### config.mk
export PLATFORM = sky130hd
export DESIGN_NAME = loop_addr_gen
export DESIGN_NICKNAME = d
export VERILOG_FILES = /design/src/rtl/loop_addr_gen_pkg.sv /design/src/rtl/loop_addr_gen_regfile.sv /design/src/rtl/loop_addr_gen.sv
export SDC_FILE = /design/constraint.sdc
export NUM_CORES = 2
export LEC_CHECK = 0
export CAP_MARGIN = 20
export CORE_AREA = 2 2 409 411
export CTS_CLUSTER_SIZE = 25
export DETAILED_ROUTE_END_ITERATION = 12
export DIE_AREA = 0 0 411 413
export GPL_TIMING_DRIVEN = 0
export PLACE_DENSITY_LB_ADDON = 0.3
export SYNTH_ARGS = -nofsm -noshare
export SYNTH_HDL_FRONTEND = slang
export SYNTH_SLANG_ARGS = --single-unit
### constraint.sdc
create_clock -name clk -period 3.5 [get_ports clk]
set_input_delay 0.7 -clock clk [delete_from_list [all_inputs] [get_ports clk]]
set_output_delay 0.7 -clock clk [all_outputs]
set_load 0.02 [all_outputs]
### src/rtl/loop_addr_gen_pkg.sv
// Shared defaults and FSM encoding for the strided loop address walker.
package loop_addr_gen_pkg;

  localparam int LOOP_ID_W_DEF = 5;
  localparam int ADDR_W_DEF    = 32;

  typedef enum logic [1:0] {
    ST_IDLE  = 2'd0,
    ST_WALK  = 2'd1,
    ST_DRAIN = 2'd2
  } state_t;

endpackage

### src/rtl/loop_addr_gen_regfile.sv
// Per-loop stride and saved-address storage: one write port each, shared async read index.
module loop_addr_gen_regfile
  import loop_addr_gen_pkg::*;
#(
  parameter int LOOP_ID_W = LOOP_ID_W_DEF,
  parameter int ADDR_W    = ADDR_W_DEF,
  parameter int NUM_LOOPS = 1 << LOOP_ID_W
) (
  input  logic                 clk,
  input  logic                 stride_we,
  input  logic [LOOP_ID_W-1:0] stride_wid,
  input  logic [ADDR_W-1:0]    stride_wdata,
  input  logic                 saved_we,
  input  logic [LOOP_ID_W-1:0] saved_wid,
  input  logic [ADDR_W-1:0]    saved_wdata,
  input  logic [LOOP_ID_W-1:0] rd_id,
  output logic [ADDR_W-1:0]    stride_rdata,
  output logic [ADDR_W-1:0]    saved_rdata
);

  logic [ADDR_W-1:0] stride_mem [NUM_LOOPS];
  logic [ADDR_W-1:0] saved_mem  [NUM_LOOPS];

  // Storage only; contents are meaningful once written, so no reset.
  always_ff @(posedge clk) begin
    if (stride_we) stride_mem[stride_wid] <= stride_wdata;
  end

  always_ff @(posedge clk) begin
    if (saved_we) saved_mem[saved_wid] <= saved_wdata;
  end

  assign stride_rdata = stride_mem[rd_id];
  assign saved_rdata  = saved_mem[rd_id];

endmodule

### src/rtl/loop_addr_gen.sv
// Strided address walker: turns controller loop events into one address per innermost
// iteration on a valid/ready output, stalling the controller while the output is blocked.
module loop_addr_gen
  import loop_addr_gen_pkg::*;
#(
  parameter int LOOP_ID_W = LOOP_ID_W_DEF,
  parameter int ADDR_W    = ADDR_W_DEF,
  parameter int NUM_LOOPS = 1 << LOOP_ID_W
) (
  input  logic                 clk,
  input  logic                 reset,
  input  logic                 start,
  input  logic [ADDR_W-1:0]    base_addr,
  input  logic [LOOP_ID_W-1:0] cfg_inner_loop_id,
  input  logic                 cfg_addr_stride_v,
  input  logic [ADDR_W-1:0]    cfg_addr_stride,
  input  logic [LOOP_ID_W-1:0] cfg_addr_stride_loop_id,
  input  logic [LOOP_ID_W-1:0] loop_index,
  input  logic                 loop_index_valid,
  input  logic                 loop_last_iter,
  input  logic                 loop_enter,
  input  logic                 ctrl_done,
  output logic                 stall,
  output logic [ADDR_W-1:0]    addr_out,
  output logic                 addr_out_valid,
  input  logic                 addr_out_ready,
  output logic                 done
);

  state_t                   state;
  logic [ADDR_W-1:0]        cur_addr;
  logic [LOOP_ID_W-1:0]     inner_id;
  logic [ADDR_W-1:0]        stride_raw;
  logic signed [ADDR_W-1:0] stride_rd;
  logic [ADDR_W-1:0]        saved_rd;
  logic [ADDR_W-1:0]        rewind_addr;
  logic                     take;
  logic                     do_save;
  logic                     do_step;
  logic                     do_rewind;
  logic                     do_emit;

  // Modulo-2^ADDR_W add of a two's complement stride.
  function automatic logic [ADDR_W-1:0] wrap_add(input logic [ADDR_W-1:0]        a,
                                                 input logic signed [ADDR_W-1:0] s);
    return a + $unsigned(s);
  endfunction

  assign stall     = addr_out_valid & ~addr_out_ready;
  assign stride_rd = $signed(stride_raw);

  // An event is consumed once: only in WALK, only when not stalled, and never under start.
  assign take      = (state == ST_WALK) & ~stall & ~start;
  assign do_save   = take & loop_enter;
  assign do_step   = take & loop_index_valid & ~loop_last_iter;
  assign do_rewind = take & loop_index_valid & loop_last_iter;
  assign do_emit   = take & loop_index_valid & (loop_index == inner_id);

  // Enter and last-iteration together: the rewind target is the value being saved this cycle.
  assign rewind_addr = loop_enter ? cur_addr : saved_rd;

  loop_addr_gen_regfile #(
    .LOOP_ID_W (LOOP_ID_W),
    .ADDR_W    (ADDR_W),
    .NUM_LOOPS (NUM_LOOPS)
  ) u_regfile (
    .clk          (clk),
    .stride_we    (cfg_addr_stride_v),
    .stride_wid   (cfg_addr_stride_loop_id),
    .stride_wdata (cfg_addr_stride),
    .saved_we     (do_save),
    .saved_wid    (loop_index),
    .saved_wdata  (cur_addr),
    .rd_id        (loop_index),
    .stride_rdata (stride_raw),
    .saved_rdata  (saved_rd)
  );

  always_ff @(posedge clk or posedge reset) begin
    if (reset) begin
      state          <= ST_IDLE;
      cur_addr       <= '0;
      inner_id       <= '0;
      addr_out       <= '0;
      addr_out_valid <= 1'b0;
      done           <= 1'b0;
    end else begin
      done <= 1'b0;
      if (start) begin
        cur_addr       <= base_addr;
        inner_id       <= cfg_inner_loop_id;
        addr_out_valid <= 1'b0;
        state          <= ST_WALK;
      end else begin
        if (do_step) begin
          cur_addr <= wrap_add(cur_addr, stride_rd);
        end else if (do_rewind) begin
          cur_addr <= rewind_addr;
        end

        if (do_emit) begin
          addr_out       <= cur_addr;
          addr_out_valid <= 1'b1;
        end else if (addr_out_valid && addr_out_ready) begin
          addr_out_valid <= 1'b0;
        end

        // DRAIN waits for the last address to be taken before signalling completion.
        case (state)
          ST_IDLE: ;
          ST_WALK: begin
            if (ctrl_done) state <= ST_DRAIN;
          end
          ST_DRAIN: begin
            if (!addr_out_valid) begin
              state <= ST_IDLE;
              done  <= 1'b1;
            end
          end
          default: state <= ST_IDLE;
        endcase
      end
    end
  end

endmodule

Yosys cells after proc, flatten, opt, wreduce, memory -nomap -nowiden
Memory sizes are Yosys's and may differ from the RTL's.
Index checks and enable logic that the tools add are counted.
Operators by class
  multiplexer cells: 18
  eq/ne operators: 7
  shift operators: 0
  reduce and logical (&&, ||, !) cells: 7
  divide/modulo/power cells: 0
  add/subtract/negate cells: 1
  magnitude comparators: 0
  multipliers: 0
  bitwise gates (word level): 12
Operators by type and width (number)
  2-to-1 mux 32 bit: 4
  adder 32 bit: 1
  2-to-1 mux 1 bit: 10
  bitwise AND 1 bit: 8
  2-to-1 mux 2 bit: 3
  inequality test 3 bit, second input constant: 2
  case mux 2 bit (3 select lines): 1
  nonzero test 3 bit: 2
  equality test 5 bit: 1
  inverter 1 bit: 4
  AND reduction 2 bit: 2
  inequality test 3 x 2 -> 1 bit, second input constant: 1
  AND reduction 3 bit: 1
  equality test 2 x 1 -> 1 bit, second input constant: 1
  equality test 2 bit, second input constant: 1
  logical NOT 2 bit: 1
  inequality test 2 bit, second input constant: 1
  logical AND 1 bit: 1
Storage, ports and cells
  input bits: 88
  register bits after elaboration: 73
  bits in read-only memories: 0
  output and inout port bits: 35
  bits in writable memories: 2048
  memories kept: 2
  bits in latches: 0
  word-level logic and storage cells: 53
Memories
  u_regfile.saved_mem: depth 32, bits a word 32, rd ports 1, clocked after memory_dff 0, wr ports 1, RTL line loop_addr_gen_regfile.sv:22  | logic [ADDR_W-1:0] saved_mem [NUM_LOOPS];
  u_regfile.stride_mem: depth 32, bits a word 32, rd ports 1, clocked after memory_dff 0, wr ports 1, RTL line loop_addr_gen_regfile.sv:21  | logic [ADDR_W-1:0] stride_mem [NUM_LOOPS];

Logic depth before layout (Yosys ltp)
  word-level depth: 10
  mapped depth: 21
  mapped depth without buffers: 16

Cells and area by module
A second synthesis with hierarchy kept.
Unflattened totals
  cells, all modules: 3593
  area total of the unflattened synthesis: 82748.1 um^2
Modules (own cells, without submodules)
  loop_addr_gen_regfile: cells each 3090, area each 77997.3 um^2, sequential area each 61499.0 um^2, times used 1
  loop_addr_gen: cells each 503, area each 4750.8 um^2, sequential area each 1826.8 um^2, times used 1

Worst setup path after synthesis
No wires, ideal clock.
  path kind: input port to flip-flop
  start point: in loop_index[1]
  end point: reg cur_addr[28]
  required time: 3.406 ns
  buffers on the path: 6
  setup time: 0.094 ns
  stages: 21
  data arrival time: 4.839 ns
  path slack: -1.433 ns
  cells stage by stage: buf_4 -> buf_6 -> buf_4 -> buf_2 -> buf_1 -> buf_2 -> mux4_2 -> a22oi_1 -> nand4_1 -> ha_1 -> inv_1 -> fa_1 -> and2b_1 -> o2111ai_1 -> a21oi_1 -> o31ai_2 -> o22a_1 -> o21ai_1 -> o31ai_1 -> mux2_2 -> a211oi_1
Between the ends
  word-level cells in the longest chain between the ends: 5
  elaborated cells on any way between the ends: 7
  those cells by class: add/sub (1); mux (4); memory (2)
RTL lines
  start, declared: RTL line loop_addr_gen.sv:18  | input logic [LOOP_ID_W-1:0] loop_index,
  branches (longest 3 deep; another with memory (32 x 32 bit))
  2-to-1 mux 32 bit (*): RTL line loop_addr_gen.sv:95  | if (do_step) begin
  2-to-1 mux 32 bit (*): RTL line loop_addr_gen.sv:89  | if (start) begin
  end signal, assigned: RTL line loop_addr_gen.sv:90  | cur_addr <= base_addr;
  end signal, assigned: RTL line loop_addr_gen.sv:96  | cur_addr <= wrap_add(cur_addr, stride_rd);
  end signal, assigned: RTL line loop_addr_gen.sv:98  | cur_addr <= rewind_addr;
  end, declared: RTL line loop_addr_gen.sv:31  | logic [ADDR_W-1:0] cur_addr;
Every way passes the cells marked *. The select of a mux whose other input is x is not followed.
A chain may end at the register's enable or synchronous reset.

Worst setup path in the final report
  start point: in loop_index[3]
  end point: reg cur_addr[28]
The elaborated chain is that of the path after synthesis.

==> flow_metrics.tcl <==
set metrics [dict create \
    status "finished with violations" \
    violations "negative setup slack" \
    busiest_layer "met2" \
    fp.dieW_microns 411 \
    fp.coreArea_sq_um 166000 \
    yosys-top-cells-area "edfxtp_1, mux4_2, dfrtp_1" \
    synth_area_per_cell_sq_um 22.3 \
    synth_nets 3824 \
    grt_pass1_vias 43600 \
    clk_pin_slew_ns 0.06 \
    finalMaxSlewViolations 0 \
    syn_inst 3704 \
    critPathLaunchType "primary input" \
    cp.required_ns 4.27 \
    viasPerCell 6.77 \
    p_leak_nw 32.5 \
    grt.overflow.total 0 \
    portBuffers 120 \
    hold_path.class "primary input to async pin" \
    clkSinkCount 2121 \
    fin_nets 4430 \
    yosysMostFrequentCell "edfxtp_1" \
    layout_setup_ws_ns -1.04 \
    netlist.area_leader.share 0.746 \
    met3_usage 0.0857 \
    drt_iter0_drc 8131 \
    ys_types 70 \
    path_class "primary input to flip-flop" \
    cp.arrival_ns 5.32 \
    synth-seq-cells 2121 \
    dpl.hpwl_mm 166 \
    final_area_sq_um 100000 \
    synth_top_area_cell "edfxtp_1" \
    antenna_found_initial 13 \
    ir_worst_vdd_mv 0.621 \
    root_buffer "clkbuf_16" \
    skew_ns 0.0412 \
    postCtsHoldBufs 0 \
    io_pins 123 \
    postPlaceCellArea_sq_um 90000 \
    yosysSeqAreaShare 0.768 \
    rows 150 \
    fmax_ghz 0.220 \
    routabilityCongestion 0.952 \
    die_y_microns 413 \
    ys.flop_type "edfxtp_1" \
    drtPass1Iterations 8 \
    maxCapViolCount 0 \
    grt_max_degree 60 \
    die-area_sq_um 170000 \
    vias 45300 \
    relSlewSlack 0.114 \
    p_per_area_nw_per_um2 563 \
    grt_pass1_wl_mm 354 \
    grt_use_met2 0.476 \
    drive_gt1_frac 0.327 \
    ys_warn_count 0 \
    end_kind "flip-flop" \
    cts_htree_levels 4 \
    rsz0062_at_grt "true" \
    tightestPinTransition_ns 1.33 \
    period_minus_slack_ns 4.54 \
    wire_per_inst_microns 39.2 \
    gr-usage-all-layers 0.308 \
    met1_usage 0.419 \
    synthTopCellsByCount "edfxtp_1, mux4_2, nor2_1" \
    numCtsBuffers 204 \
    power_w 0.0565 \
    worstPathMaxFanout 10 \
    synth-edff-count 2048 \
    wirelength_mm 262 \
    start_util 0.497 \
    setup_violations 29 \
    fin_util 0.605 \
    period_share 1.30 \
    synth-async-reset-ratio 0.0344 \
    timing_hold_violations_final 0 \
    cts_tree "done" \
    ant_nets 0 \
    fillCellCount 11300 \
    clock_path_buffers 3 \
    syn_area_sq_um 82400 \
    drc_errors 0 \
    clk_latency_ns 0.86 \
    area_delta_synth_final_pct 21.8 \
    reg2regPathDepth 15 \
]
[where the power goes]
part | switching, W | internal (W)
sequential | 0.000292 | 0.0284
combinational | 0.00303 | 0.00215
clock | 0.00967 | 0.0129
total | 0.0130 | 0.0435
[flip-flops by register name, indices dropped and copies added (netlist names)]
name,count
done,1
inner_id,5
u_regfile.saved_mem,1024
u_regfile.stride_mem,1024
addr_out_valid,1
state,2
cur_addr,32
addr_out,32
[metal layers]
layer	wire, microns	vias to the layer above
li1	-	17100
met1	93900	23800
met2	122000	3690
met3	34700	723
met4	11900	12
met5	75	-
[critical path, cell delays in order]
cell and delay, ns:
buf_4 0.19, nand2b_4 0.25, buf_12 0.21, nor2_4 0.08, clkbuf_1 0.22, buf_8 0.22, clkbuf_8 0.23, a22oi_1 0.24
nand4_1 0.61, ha_4 0.50, a21oi_2 0.25, nand2_1 0.15, o31ai_4 0.28, o22a_2 0.25, o21ai_4 0.10, o31ai_4 0.24
mux2_4 0.32, a211oi_2 0.17
[area by class of cell]
type	count	area [sq um]	area share
sequential	2121	63300	0.631
multi-input combinational	1377	19300	0.192
timing repair buffer	414	5960	0.0594
clock buffer	250	5360	0.0534
tap	2204	2760	0.0275
buffer	182	2230	0.0223
clock inverter	132	1430	0.0142
inverter	10	40.0	0.000399
antenna	4	10.0	0.0000997
[kinds of logic after synthesis]
logic type,Yosys count,synth area share
xor+xnor,32,0.00340
fa+ha+maj,32,0.00495
compound gates,383,0.0340
mux,646,0.158
flops,2121,0.768
buf+inv,206,0.0147
simple gates,284,0.0164
[what timing repair did]
item	in CTS	in global routing
setup buffers	100	43
gates resized for setup	313	68
pin swaps	74	64
endpoints found under the setup margin	1046	47
[stage by stage]
stage / hold WS, ns / TNS (ns) / worst slack [ns] / instances
2_1_floorplan: 0.448 / -16.46 / -0.995 / 3704
5_1_grt: 0.129 / -22.55 / -1.04 / 6690
4_1_cts: 0.104 / -19.53 / -1.00 / 6620
3_3_place_gp: 0.460 / -5890.41 / -4.98 / 6028
6_report: 0.133 / -21.58 / -1.04 / 6694
3_5_place_dp: 0.476 / -1582.16 / -4.29 / 6152
[worst paths after layout]
kind                                             start           end  slack [ns]
min reg2reg                                   state[0]          done        0.48
min                                              reset   addr_out[4]        0.13
max in group asynchronous                        reset  addr_out[29]        2.69
min in group clk                  cfg_inner_loop_id[0]   inner_id[0]        0.47
max reg2reg                u_regfile.stride_mem[15][0]  cur_addr[16]       -0.79
max                                      loop_index[3]  cur_addr[28]       -1.04
[placed cells by master, fill, tap and decap left out, types with 12 or more instances in the layout]
| cell | n |
|---|---|
| a22o_1 | 34 |
| mux2_2 | 40 |
| nor2_1 | 27 |
| bufinv_16 | 27 |
| xnor2_1 | 13 |
| buf_4 | 137 |
| dfrtp_1 | 73 |
| clkbuf_16 | 220 |
| clkinv_2 | 34 |
| clkdlybuf4s50_1 | 116 |
| edfxtp_1 | 2048 |
| a221oi_2 | 12 |
| clkinv_1 | 47 |
| mux2i_1 | 87 |
| buf_12 | 117 |
| a21o_1 | 13 |
| nand3_1 | 13 |
| a31oi_1 | 12 |
| o22ai_1 | 27 |
| nand2_1 | 62 |
| mux4_1 | 41 |
| a221oi_1 | 30 |
| nand4_1 | 24 |
| o21ai_0 | 18 |
| clkbuf_1 | 69 |
| a21oi_1 | 41 |
| buf_6 | 21 |
| clkbuf_2 | 12 |
| buf_2 | 21 |
| buf_8 | 37 |
| nor2_4 | 73 |
| a22oi_2 | 12 |
| a22oi_1 | 72 |
| buf_16 | 77 |
| o221ai_2 | 12 |
| a21oi_2 | 12 |
| ha_1 | 18 |
| mux4_2 | 468 |
Note: power is estimated with default switching activity, not from simulation.
